==> config.mk <==
export PLATFORM = sky130hd
export DESIGN_NAME = pipo_load_arbiter_flat
export DESIGN_NICKNAME = d
export VERILOG_FILES = /design/src/rtl/pipo_load_arbiter_if.sv /design/src/rtl/pipo_load_arbiter.sv /design/src/flat_wrapper.sv
export SDC_FILE = /design/constraint.sdc
export NUM_CORES = 1
export LEC_CHECK = 0
export CORE_MARGIN = 5
export CORE_UTILIZATION = 47
export CTS_BUF_LIST = sky130_fd_sc_hd__clkbuf_8 sky130_fd_sc_hd__clkbuf_16
export DETAILED_ROUTE_END_ITERATION = 8
export MAX_ROUTING_LAYER = met4
export PLACE_DENSITY = 0.84
export SYNTH_ARGS = -nofsm -noshare
export SYNTH_HDL_FRONTEND = slang
export SYNTH_SLANG_ARGS = --single-unit
==> constraint.sdc <==
create_clock -name clk -period 4.3 [get_ports clk]
set_input_delay 1.075 -clock clk [delete_from_list [all_inputs] [get_ports clk]]
set_output_delay 1.075 -clock clk [all_outputs]
set_load 0.01 [all_outputs]
==> src/rtl/pipo_load_arbiter_if.sv <==
// pipo_load_arbiter_if
//   Bundles the requester-side and reader-side signals of the shared
//   PIPO load arbiter.
//
//   req   : per-requester load request (bit i = requester i)
//   data  : packed request words, requester i at [i*WIDTH +: WIDTH]
//   a     : registered shared-register contents
//   owner : index of the requester whose word is held in a
//   valid : a holds a granted word (sticky until reset)
//   ack   : one-hot, single-cycle grant acknowledge
//   busy  : register is inside its post-load hold window
//
//   master : requesters / downstream readers (drive req, data)
//   slave  : the arbiter (drives a, owner, valid, ack, busy)

interface pipo_load_arbiter_if #(
    parameter int WIDTH = 3,
    parameter int NREQ  = 4
);
    localparam int IDW = (NREQ > 1) ? $clog2(NREQ) : 1;

    logic [NREQ-1:0]       req;
    logic [NREQ*WIDTH-1:0] data;
    logic [WIDTH-1:0]      a;
    logic [IDW-1:0]        owner;
    logic                  valid;
    logic [NREQ-1:0]       ack;
    logic                  busy;

    modport master (
        output req, data,
        input  a, owner, valid, ack, busy
    );

    modport slave (
        input  req, data,
        output a, owner, valid, ack, busy
    );
endinterface

==> src/rtl/pipo_load_arbiter.sv <==
// pipo_load_arbiter
//   Round-robin arbiter and load sequencer in front of one shared
//   WIDTH-bit parallel-in parallel-out holding register. In IDLE the first
//   requesting index at or after the round-robin pointer wins; its word is
//   loaded, it is acknowledged for one cycle, and the register is then held
//   for HOLD cycles (busy high, requests ignored) before the next grant.
//
//   clk : rising-edge clock
//   rst : asynchronous, active-low reset
//   bus : pipo_load_arbiter_if slave modport
//         in : req[NREQ], data[NREQ*WIDTH]
//         out: a[WIDTH], owner[IDW], valid, ack[NREQ], busy
//
//   Parameters: WIDTH (data width), NREQ (2..8 requesters),
//   HOLD (1..15 hold cycles after each load).

module pipo_load_arbiter #(
    parameter int WIDTH = 3,
    parameter int NREQ  = 4,
    parameter int HOLD  = 2
) (
    input  logic               clk,
    input  logic               rst,
    pipo_load_arbiter_if.slave bus
);
    localparam int IDW = (NREQ > 1) ? $clog2(NREQ) : 1;
    localparam int CW  = 4;

    typedef enum logic {
        ST_IDLE,
        ST_HOLD
    } state_t;

    state_t           state_q, state_d;
    logic [CW-1:0]    cnt_q, cnt_d;
    logic [IDW-1:0]   ptr_q, ptr_d;
    logic [WIDTH-1:0] a_q;
    logic [IDW-1:0]   owner_q;
    logic             valid_q;
    logic [NREQ-1:0]  ack_q;

    logic             found;
    logic [IDW-1:0]   win;
    logic [IDW:0]     sum;
    logic [IDW-1:0]   cand;
    logic             grant;

    logic [WIDTH-1:0] words [NREQ];

    for (genvar g = 0; g < NREQ; g++) begin : g_words
        assign words[g] = bus.data[g*WIDTH +: WIDTH];
    end

    // Rotating priority search: candidates ptr, ptr+1, ... modulo NREQ.
    // sum is one bit wider than the index so ptr+k never overflows before
    // the wrap subtraction.
    always_comb begin
        found = 1'b0;
        win   = '0;
        sum   = '0;
        cand  = '0;
        for (int unsigned k = 0; k < NREQ; k++) begin
            sum = {1'b0, ptr_q} + (IDW+1)'(k);
            if (sum >= (IDW+1)'(NREQ)) begin
                sum = sum - (IDW+1)'(NREQ);
            end
            cand = sum[IDW-1:0];
            if (!found && bus.req[cand]) begin
                found = 1'b1;
                win   = cand;
            end
        end
    end

    always_comb begin
        if (win == IDW'(NREQ - 1)) begin
            ptr_d = '0;
        end else begin
            ptr_d = win + 1'b1;
        end
    end

    always_comb begin
        state_d = state_q;
        cnt_d   = cnt_q;
        grant   = 1'b0;
        case (state_q)
            ST_IDLE: begin
                if (found) begin
                    grant   = 1'b1;
                    state_d = ST_HOLD;
                    cnt_d   = CW'(HOLD - 1);
                end
            end
            ST_HOLD: begin
                if (cnt_q == '0) begin
                    state_d = ST_IDLE;
                end else begin
                    cnt_d = cnt_q - 1'b1;
                end
            end
            default: begin
                state_d = ST_IDLE;
                cnt_d   = '0;
            end
        endcase
    end

    always_ff @(posedge clk or negedge rst) begin
        if (!rst) begin
            state_q <= ST_IDLE;
            cnt_q   <= '0;
        end else begin
            state_q <= state_d;
            cnt_q   <= cnt_d;
        end
    end

    // Shared register and grant bookkeeping; ack is cleared on every edge
    // that is not a grant so it is high for exactly one cycle.
    always_ff @(posedge clk or negedge rst) begin
        if (!rst) begin
            a_q     <= '0;
            owner_q <= '0;
            valid_q <= 1'b0;
            ack_q   <= '0;
            ptr_q   <= '0;
        end else begin
            ack_q <= '0;
            if (grant) begin
                a_q     <= words[win];
                owner_q <= win;
                valid_q <= 1'b1;
                ack_q   <= NREQ'(1) << win;
                ptr_q   <= ptr_d;
            end
        end
    end

    assign bus.a     = a_q;
    assign bus.owner = owner_q;
    assign bus.valid = valid_q;
    assign bus.ack   = ack_q;
    assign bus.busy  = (state_q == ST_HOLD);

endmodule

==> src/flat_wrapper.sv <==
// flat-port wrapper written by rule: the top's interface ports become plain ports
module pipo_load_arbiter_flat 
#(
    parameter int WIDTH = 3,
    parameter int NREQ  = 4,
    parameter int HOLD  = 2
)
  (clk, rst, bus_req, bus_data, bus_a, bus_owner, bus_valid, bus_ack, bus_busy);
  pipo_load_arbiter_if #(.WIDTH(WIDTH), .NREQ(NREQ)) bus_i ();
  input  logic clk;
  input  logic rst;
  input wire logic [$bits(bus_i.req)-1:0] bus_req;
  input wire logic [$bits(bus_i.data)-1:0] bus_data;
  output wire logic [$bits(bus_i.a)-1:0] bus_a;
  output wire logic [$bits(bus_i.owner)-1:0] bus_owner;
  output wire logic [$bits(bus_i.valid)-1:0] bus_valid;
  output wire logic [$bits(bus_i.ack)-1:0] bus_ack;
  output wire logic [$bits(bus_i.busy)-1:0] bus_busy;
  assign bus_i.req = bus_req;
  assign bus_i.data = bus_data;
  assign bus_a = bus_i.a;
  assign bus_owner = bus_i.owner;
  assign bus_valid = bus_i.valid;
  assign bus_ack = bus_i.ack;
  assign bus_busy = bus_i.busy;
  pipo_load_arbiter #(.WIDTH(WIDTH), .NREQ(NREQ), .HOLD(HOLD)) u_core (.clk(clk), .rst(rst), .bus(bus_i));
endmodule
==> out/metrics.yaml, run 1 <==
layout:
  area_delta_synth_final_pct: 39.2
  drive_gt1_frac: 0.0427
  num-nets-final: 141
  antennaDiodeCount: 0
  final_cell_area_um2: 1210
  fillers: 142
clock_tree:
  cts_inserted_buffers: 3
  clkTransAtPathRegs_ns: 0.06
  cts_root_buffer: "clkbuf_8"
  cts_resized: 0
  clk_latency_ns: 0.25
  clk_path_buf_depth: 2
  cts_max_level: 1
  cts_tree: "done"
  cts_setup_buffers: 0
  cts_num_sinks: 17
  hold_buffers: 0
floorplan:
  dieWidth_um: 53.0
  chipHeight_um: 53.0
  start_util: 0.497
  core_area_um2: 1750
  num_io_pins: 29
  rows: 15
  die-area_um2: 2800
flow_run:
  max-cap-violations: 0
power:
  pwr-share-seq: 0.373
  switchingPower_uw: 275
  pwr-share-clk: 0.156
  power_frac_comb: 0.470
  peakVddDrop_uv: 395
  p_int_uw: 457
  p_per_area_nw_per_um2: 606
  power.leakage_nw: 0.561
  switching_share: 0.375
routing:
  met1Wirelength_um: 844
  wl_um: 2000
  wl_met2_um: 1070
  drt_pass1_iterations: 4
  vias_per_cell: 5.20
  vias: 739
  drtAntennaViolNets: 0
  wl_met3_um: 51
  top_layer: "met4"
  drt-wirelength-per-cell_um: 14.1
  drc: 0
  drt-initial-drc-count: 10
synth:
  synth_seq_cells: 17
  synth_warnings: 0
  synth_top_family_by_area: "compound AO/OA/AOI/OAI gates"
  synth-compound-area-share: 0.153
  syn_area_um2: 867
  synthDistinctLibCells: 23
  synth-simple-area-share: 0.147
  synthXorXnorAreaFrac: 0.0101
  ys_top_cells_by_area: "dfrtp_1 (49%), ha_1 (7.2%), mux2i_1 (6.9%)"
  synth_top_area_share: 0.491
  synth_fa_ha_area_frac: 0.0722
  seq_area_frac_synth: 0.491
  muxShareOfSynthArea: 0.0693
  synthCells: 87
  synth_area_per_cell_um2: 9.97
  syn_nets: 110
  yosys.area.top_type: "dfrtp_1"
worst_setup_path:
  slowest_delay_ns: 0.48
  crit_end: "u_core.bus.ack[1]$_DFF_PN0_"
  critPathKind: "in2reg"
  cp-end-kind: "register"
  crit_fanout: 9
  r2r_slack_ns: 2.65
  cp-startpoint: "bus_req[0]"
  reg2reg_to: "u_core.bus.ack[1]$_DFF_PN0_"
  path_cells: "clkdlybuf4s50_1, a21o_1, a21oi_1, o22a_2, inv_1, ha_1, and2_1"
  critical-path-slowest-cell: "clkdlybuf4s50_1"
  startpoint_type: "input port"
  required_ns: 4.44
  critPathArrivalTime_ns: 2.69
  r2r_start: "u_core.ptr_q[1]$_DFFE_PN0P_"
  reg2regPathDepth: 6
timing:
  setup_tns_ns: 0
  fmax_mhz: 392
  final_hold_viol_count: 0
  grt_setup_unrepaired: "no"
  drv_slew: 0
  slew_headroom: 0.496
  setup_viol: 0
  period_share: 0.593
  tightest_slew_ns: 0.754
  fin_crit_ns: 2.55
  fin_worst_skew_ns: 0.00153
global_route:
  overflow: 0
  grtUsageTotal: 0.171
  grt_pass1_wl_um: 3380
  antenna_found_initial: 0
  grt_pass1_vias: 793
  grt_max_degree: 18
run_status:
  outcome: "finished clean"
worst_hold_path:
  min_path_type: "reg2reg"
place:
  place.gp.congestion: 0.799
  dp_hpwl_um: 1560
  portBuffers: 28
  dpl_cell_area_um2: 1160
-- worst min-delay path by stage --
| stage | cells after the start | end | slack [ns] | startpoint |
|---|---|---|---|---|
| final | 1 | u_core.bus.valid$_DFFE_PN0P_ | 0.47 | u_core.bus.valid$_DFFE_PN0P_ |
| after global routing | 2 | u_core.bus.owner[0]$_DFFE_PN0P_ | 0.50 | u_core.bus.owner[0]$_DFFE_PN0P_ |
| after CTS | 1 | u_core.bus.valid$_DFFE_PN0P_ | 0.48 | u_core.bus.valid$_DFFE_PN0P_ |
| after detailed placement | 1 | u_core.bus.valid$_DFFE_PN0P_ | 0.46 | u_core.bus.valid$_DFFE_PN0P_ |
| after global placement | 1 | u_core.bus.valid$_DFFE_PN0P_ | 0.45 | u_core.bus.valid$_DFFE_PN0P_ |
| after floorplan | 2 | u_core.cnt_q[0]$_DFFE_PN0P_ | 0.49 | u_core.cnt_q[0]$_DFFE_PN0P_ |
-- final cells by class --
type                       count  area (um2)  share of cell area
tap                           25        31.3              0.0259
sequential                    17         425               0.352
multi-input combinational     59         392               0.324
clock buffer                   3        41.3              0.0342
clock inverter                 1        3.75             0.00311
inverter                       9        33.8              0.0280
timing repair buffer          28         280               0.232
-- metrics by stage --
step	instances	setup slack (ns)	hold WS [ns]	utilization	power, mW
global placement	138	1.57	0.451	0.666	0.600
finish	142	1.75	0.472	0.692	0.732
CTS	142	1.74	0.479	0.692	0.739
detailed placement	138	1.49	0.458	0.666	0.619
global route	142	1.58	0.498	0.692	0.798
floorplan	87	2.20	0.490	-	0.484
-- worst max-delay path, delay by kind of cell --
kind | cells | cell delay (ns)
adder cells (fa/ha/maj) | 1 | 0.19
AND/OR/NAND/NOR | 1 | 0.13
buffers and inverters | 2 | 0.61
AO/OA/AOI/OAI | 3 | 0.68
-- synthesized netlist by cell type --
master,instances
o221ai_1,3
o22ai_1,3
o21ai_0,2
a21o_1,2
nand2b_1,4
mux2i_1,6
nand2_1,13
buf_2,1
a21oi_1,4
o21ai_1,1
xnor2_1,1
and2_1,4
nor2_1,5
a21boi_0,1
o31ai_1,1
a211oi_2,1
nor3_1,1
dfrtp_1,17
buf_6,1
ha_1,5
o22a_2,1
inv_1,9
nand3_1,1
-- cell families (layout without fill, tap and decap cells) --
kind of cell,count (synthesis),in the layout
xor gates and xnor gates,1,1
buffers and inverters,11,41
muxes,6,6
DFF,17,17
adders and majority gates,5,5
AOI/OAI and AO/OA,19,19
and+or+nand+nor,28,28
-- registers in the layout, summed over array words and instances (netlist names) --
name,cells
u_core.bus.valid,1
u_core.bus.owner,2
u_core.bus.busy,1
u_core.ptr_q,2
u_core.bus.ack,4
u_core.bus.a,3
u_core.cnt_q,4
-- metal layers --
layer | vias up | GRT usage
li1 | 352 | -
met1 | 367 | 0.178
met2 | 16 | 0.306
met3 | 4 | 0.0310
met4 | 0 | 0.0851
met5 | - | -
-- layout by cell type (no fill, tap or decap), drive strengths merged --
| cell type | instances |
|---|---|
| ha | 5 |
| nand2 | 13 |
| nor2 | 5 |
| o21ai | 3 |
| o31ai | 1 |
| nand3 | 1 |
| nand2b | 4 |
| nor3 | 1 |
| a21oi | 4 |
| and2 | 4 |
| o22a | 1 |
| a21o | 2 |
| clkdlybuf4s50 | 28 |
| xnor2 | 1 |
| a211oi | 1 |
| o221ai | 3 |
| a21boi | 1 |
| o22ai | 3 |
| dfrtp | 17 |
| clkbuf | 3 |
| inv | 10 |
| mux2i | 6 |
-- power groups by stage --
stage | clock network (mW) | registers [mW] | logic [mW]
floorplan | 0 | 0.281 | 0.202
global placement | 0 | 0.269 | 0.331
detailed placement | 0 | 0.274 | 0.345
CTS | 0.117 | 0.272 | 0.350
global route | 0.127 | 0.279 | 0.391
finish | 0.114 | 0.273 | 0.344
Power figures use the tool's default switching activity.
==> run 2: changes to the inputs <==
--- a/config.mk
+++ b/config.mk
@@ -6,11 +6,11 @@
 export NUM_CORES = 1
 export LEC_CHECK = 0
 export CORE_MARGIN = 5
-export CORE_UTILIZATION = 47
+export CORE_UTILIZATION = 40
 export CTS_BUF_LIST = sky130_fd_sc_hd__clkbuf_8 sky130_fd_sc_hd__clkbuf_16
 export DETAILED_ROUTE_END_ITERATION = 8
 export MAX_ROUTING_LAYER = met4
-export PLACE_DENSITY = 0.84
+export PLACE_DENSITY = 0.76
 export SYNTH_ARGS = -nofsm -noshare
 export SYNTH_HDL_FRONTEND = slang
 export SYNTH_SLANG_ARGS = --single-unit
==> constraint.sdc (replaced) <==
create_clock -name clk -period 2.05 [get_ports clk]
set_input_delay 0.5125 -clock clk [delete_from_list [all_inputs] [get_ports clk]]
set_output_delay 0.5125 -clock clk [all_outputs]
set_load 0.01 [all_outputs]
==> run 2 against run 1 <==
Count of clock-buffer cells in the layout is the same. Wire length fell by 2.2%. Non-clock buffer count is 5 higher. Critical path depth down 1. Sequential cell count stayed put. Via count is 0.68% higher. Sequential share of layout area down 1.1 points. Clock power rose by 110%. Clock skew up 0.0013 ns. Core utilization shrank 7.5 points. Global-route usage down 3.4 points. Critical path type unchanged. Critical endpoint is now u_core.bus.a[1]$_DFFE_PN0P_. Largest power group unchanged.
==> out/metrics.yaml, run 2 (synthesis gave the netlist of run 1 again) <==
run_status:
  outcome: "finished clean"
place:
  place.gp.congestion: 0.802
  dp_hpwl_um: 1580
  portBuffers: 28
  dp_slack_ns: -0.151
worst_setup_path:
  critical-path-slowest-cell: "clkdlybuf4s50_1"
  critPathKind: "in2reg"
  critPathArrivalTime_ns: 2.08
  cp-end-kind: "register"
  required_ns: 2.16
  crit_fanout: 9
  slowest_delay_ns: 0.49
  startpoint_type: "input port"
  path_cells: "clkdlybuf4s50_1, a21o_1, a21oi_1, o22a_2, mux2i_1, o221ai_1"
floorplan:
  die-area_um2: 3200
  num_io_pins: 29
  rows: 16
  start_util: 0.429
  chipHeight_um: 56.6
  dieWidth_um: 56.6
  core_area_um2: 2020
clock_tree:
  clk_latency_ns: 0.25
  cts_resized: 0
  hold_buffers: 0
  cts_root_buffer: "clkbuf_8"
  clkTransAtPathRegs_ns: 0.06
  cts_max_level: 1
  cts_num_sinks: 17
  cts_tree: "done"
  cts_setup_buffers: 0
  clk_path_buf_depth: 2
  cts_inserted_buffers: 3
layout:
  fillers: 171
  area_delta_synth_final_pct: 43.9
  num-nets-final: 146
  drive_gt1_frac: 0.0820
  final_common_cell: "clkdlybuf4s50_1"
  antennaDiodeCount: 0
  mostFrequentLayoutCells: "clkdlybuf4s50_1 (28), dfrtp_1 (17), nand2_1 (13)"
routing:
  vias_per_cell: 4.99
  wl_um: 1960
  drt-wirelength-per-cell_um: 13.2
  drt-initial-drc-count: 20
  drc: 0
  drtAntennaViolNets: 0
  vias: 744
  drt_pass1_iterations: 4
global_route:
  grt_pass1_vias: 731
  overflow: 0
  gr-usage-met2: 0.229
  antenna_found_initial: 0
  grt_max_degree: 18
  grt_util_met1: 0.156
  gr-max-usage-layer: "met2"
  gr-usage-met3: 0.0436
  grt_pass1_wl_um: 3400
  grtUsageTotal: 0.137
timing:
  final_hold_viol_count: 0
  period_share: 0.958
  slew_headroom: 0.792
  tightest_slew_ns: 0.310
  fmax_mhz: 509
  fin_crit_ns: 1.96
  fin_ws_ns: 0.0861
  grt_setup_unrepaired: "no"
  drv_slew: 0
  setup_viol: 0
  setup_tns_ns: 0
  fin_worst_skew_ns: 0.00285
power:
  power_mw: 1.56
  power.leakage_nw: 0.585
  peakVddDrop_uv: 698
  p_per_area_nw_per_um2: 1250
worst_hold_path:
  min_path_type: "reg2reg"
flow_run:
  max-cap-violations: 0
[run 2: changes by cell type in the layout (fill, tap and decap cells not counted)]
| cell | delta |
|---|---|
| buf_4 | +5 |
[run 2: final cells by class]
| class | instances | area, um2 | area share |
|---|---|---|---|
| well taps | 27 | 33.8 | 0.0271 |
| inverters | 9 | 33.8 | 0.0271 |
| repair buffers | 33 | 318 | 0.255 |
| clock buffers | 3 | 41.3 | 0.0331 |
| flip-flops and latches | 17 | 425 | 0.341 |
| clock inverters | 1 | 3.75 | 0.00301 |
| multi-input cells | 59 | 392 | 0.314 |
[run 2: worst paths after layout]
kind / start / to / slack (ns) / depth (start not counted)
worst max-delay path: bus_req[0] / u_core.bus.a[1]$_DFFE_PN0P_ / 0.09 / 6
worst min-delay path: u_core.bus.valid$_DFFE_PN0P_ / u_core.bus.valid$_DFFE_PN0P_ / 0.47 / 1
worst max register to register: u_core.ptr_q[1]$_DFFE_PN0P_ / u_core.bus.a[1]$_DFFE_PN0P_ / 0.44 / 5
worst min register to register: u_core.bus.valid$_DFFE_PN0P_ / u_core.bus.valid$_DFFE_PN0P_ / 0.47 / 1
max in group asynchronous: rst / u_core.bus.owner[0]$_DFFE_PN0P_ / 1.27 / 2
min in group asynchronous: rst / u_core.bus.owner[1]$_DFFE_PN0P_ / 0.59 / 2
[run 2: per-layer routing]
| layer | wire, um | share of wire |
|---|---|---|
| met3 | 111 | 0.057 |
| met2 | 995 | 0.51 |
| met1 | 826 | 0.42 |
| met4 | 26 | 0.013 |
| met5 | 0 | 0 |
[run 2: worst max-delay path: cells and delay by family]
family,cells,cell delay (ns)
AOI/OAI and AO/OA,4,0.80
buffers and inverters,1,0.49
muxes,1,0.26
[run 2: stage by stage]
| step | utilization | cell area, um2 | instances | hold WS (ns) |
|---|---|---|---|---|
| 2_1_floorplan | - | 867 | 87 | 0.217 |
| 4_1_cts | 0.617 | 1250 | 149 | 0.477 |
| 3_3_place_gp | 0.595 | 1200 | 145 | 0.455 |
| 5_1_grt | 0.617 | 1250 | 149 | 0.487 |
| 3_5_place_dp | 0.595 | 1200 | 145 | 0.451 |
| 6_report | 0.617 | 1250 | 149 | 0.470 |
[run 2: power by group]
group	leakage [nW]	internal (mW)	total (mW)	switching, mW
Combinational	0.349	0.385	0.757	0.372
Clock	0.0269	0.133	0.239	0.106
Sequential	0.209	0.472	0.569	0.0975
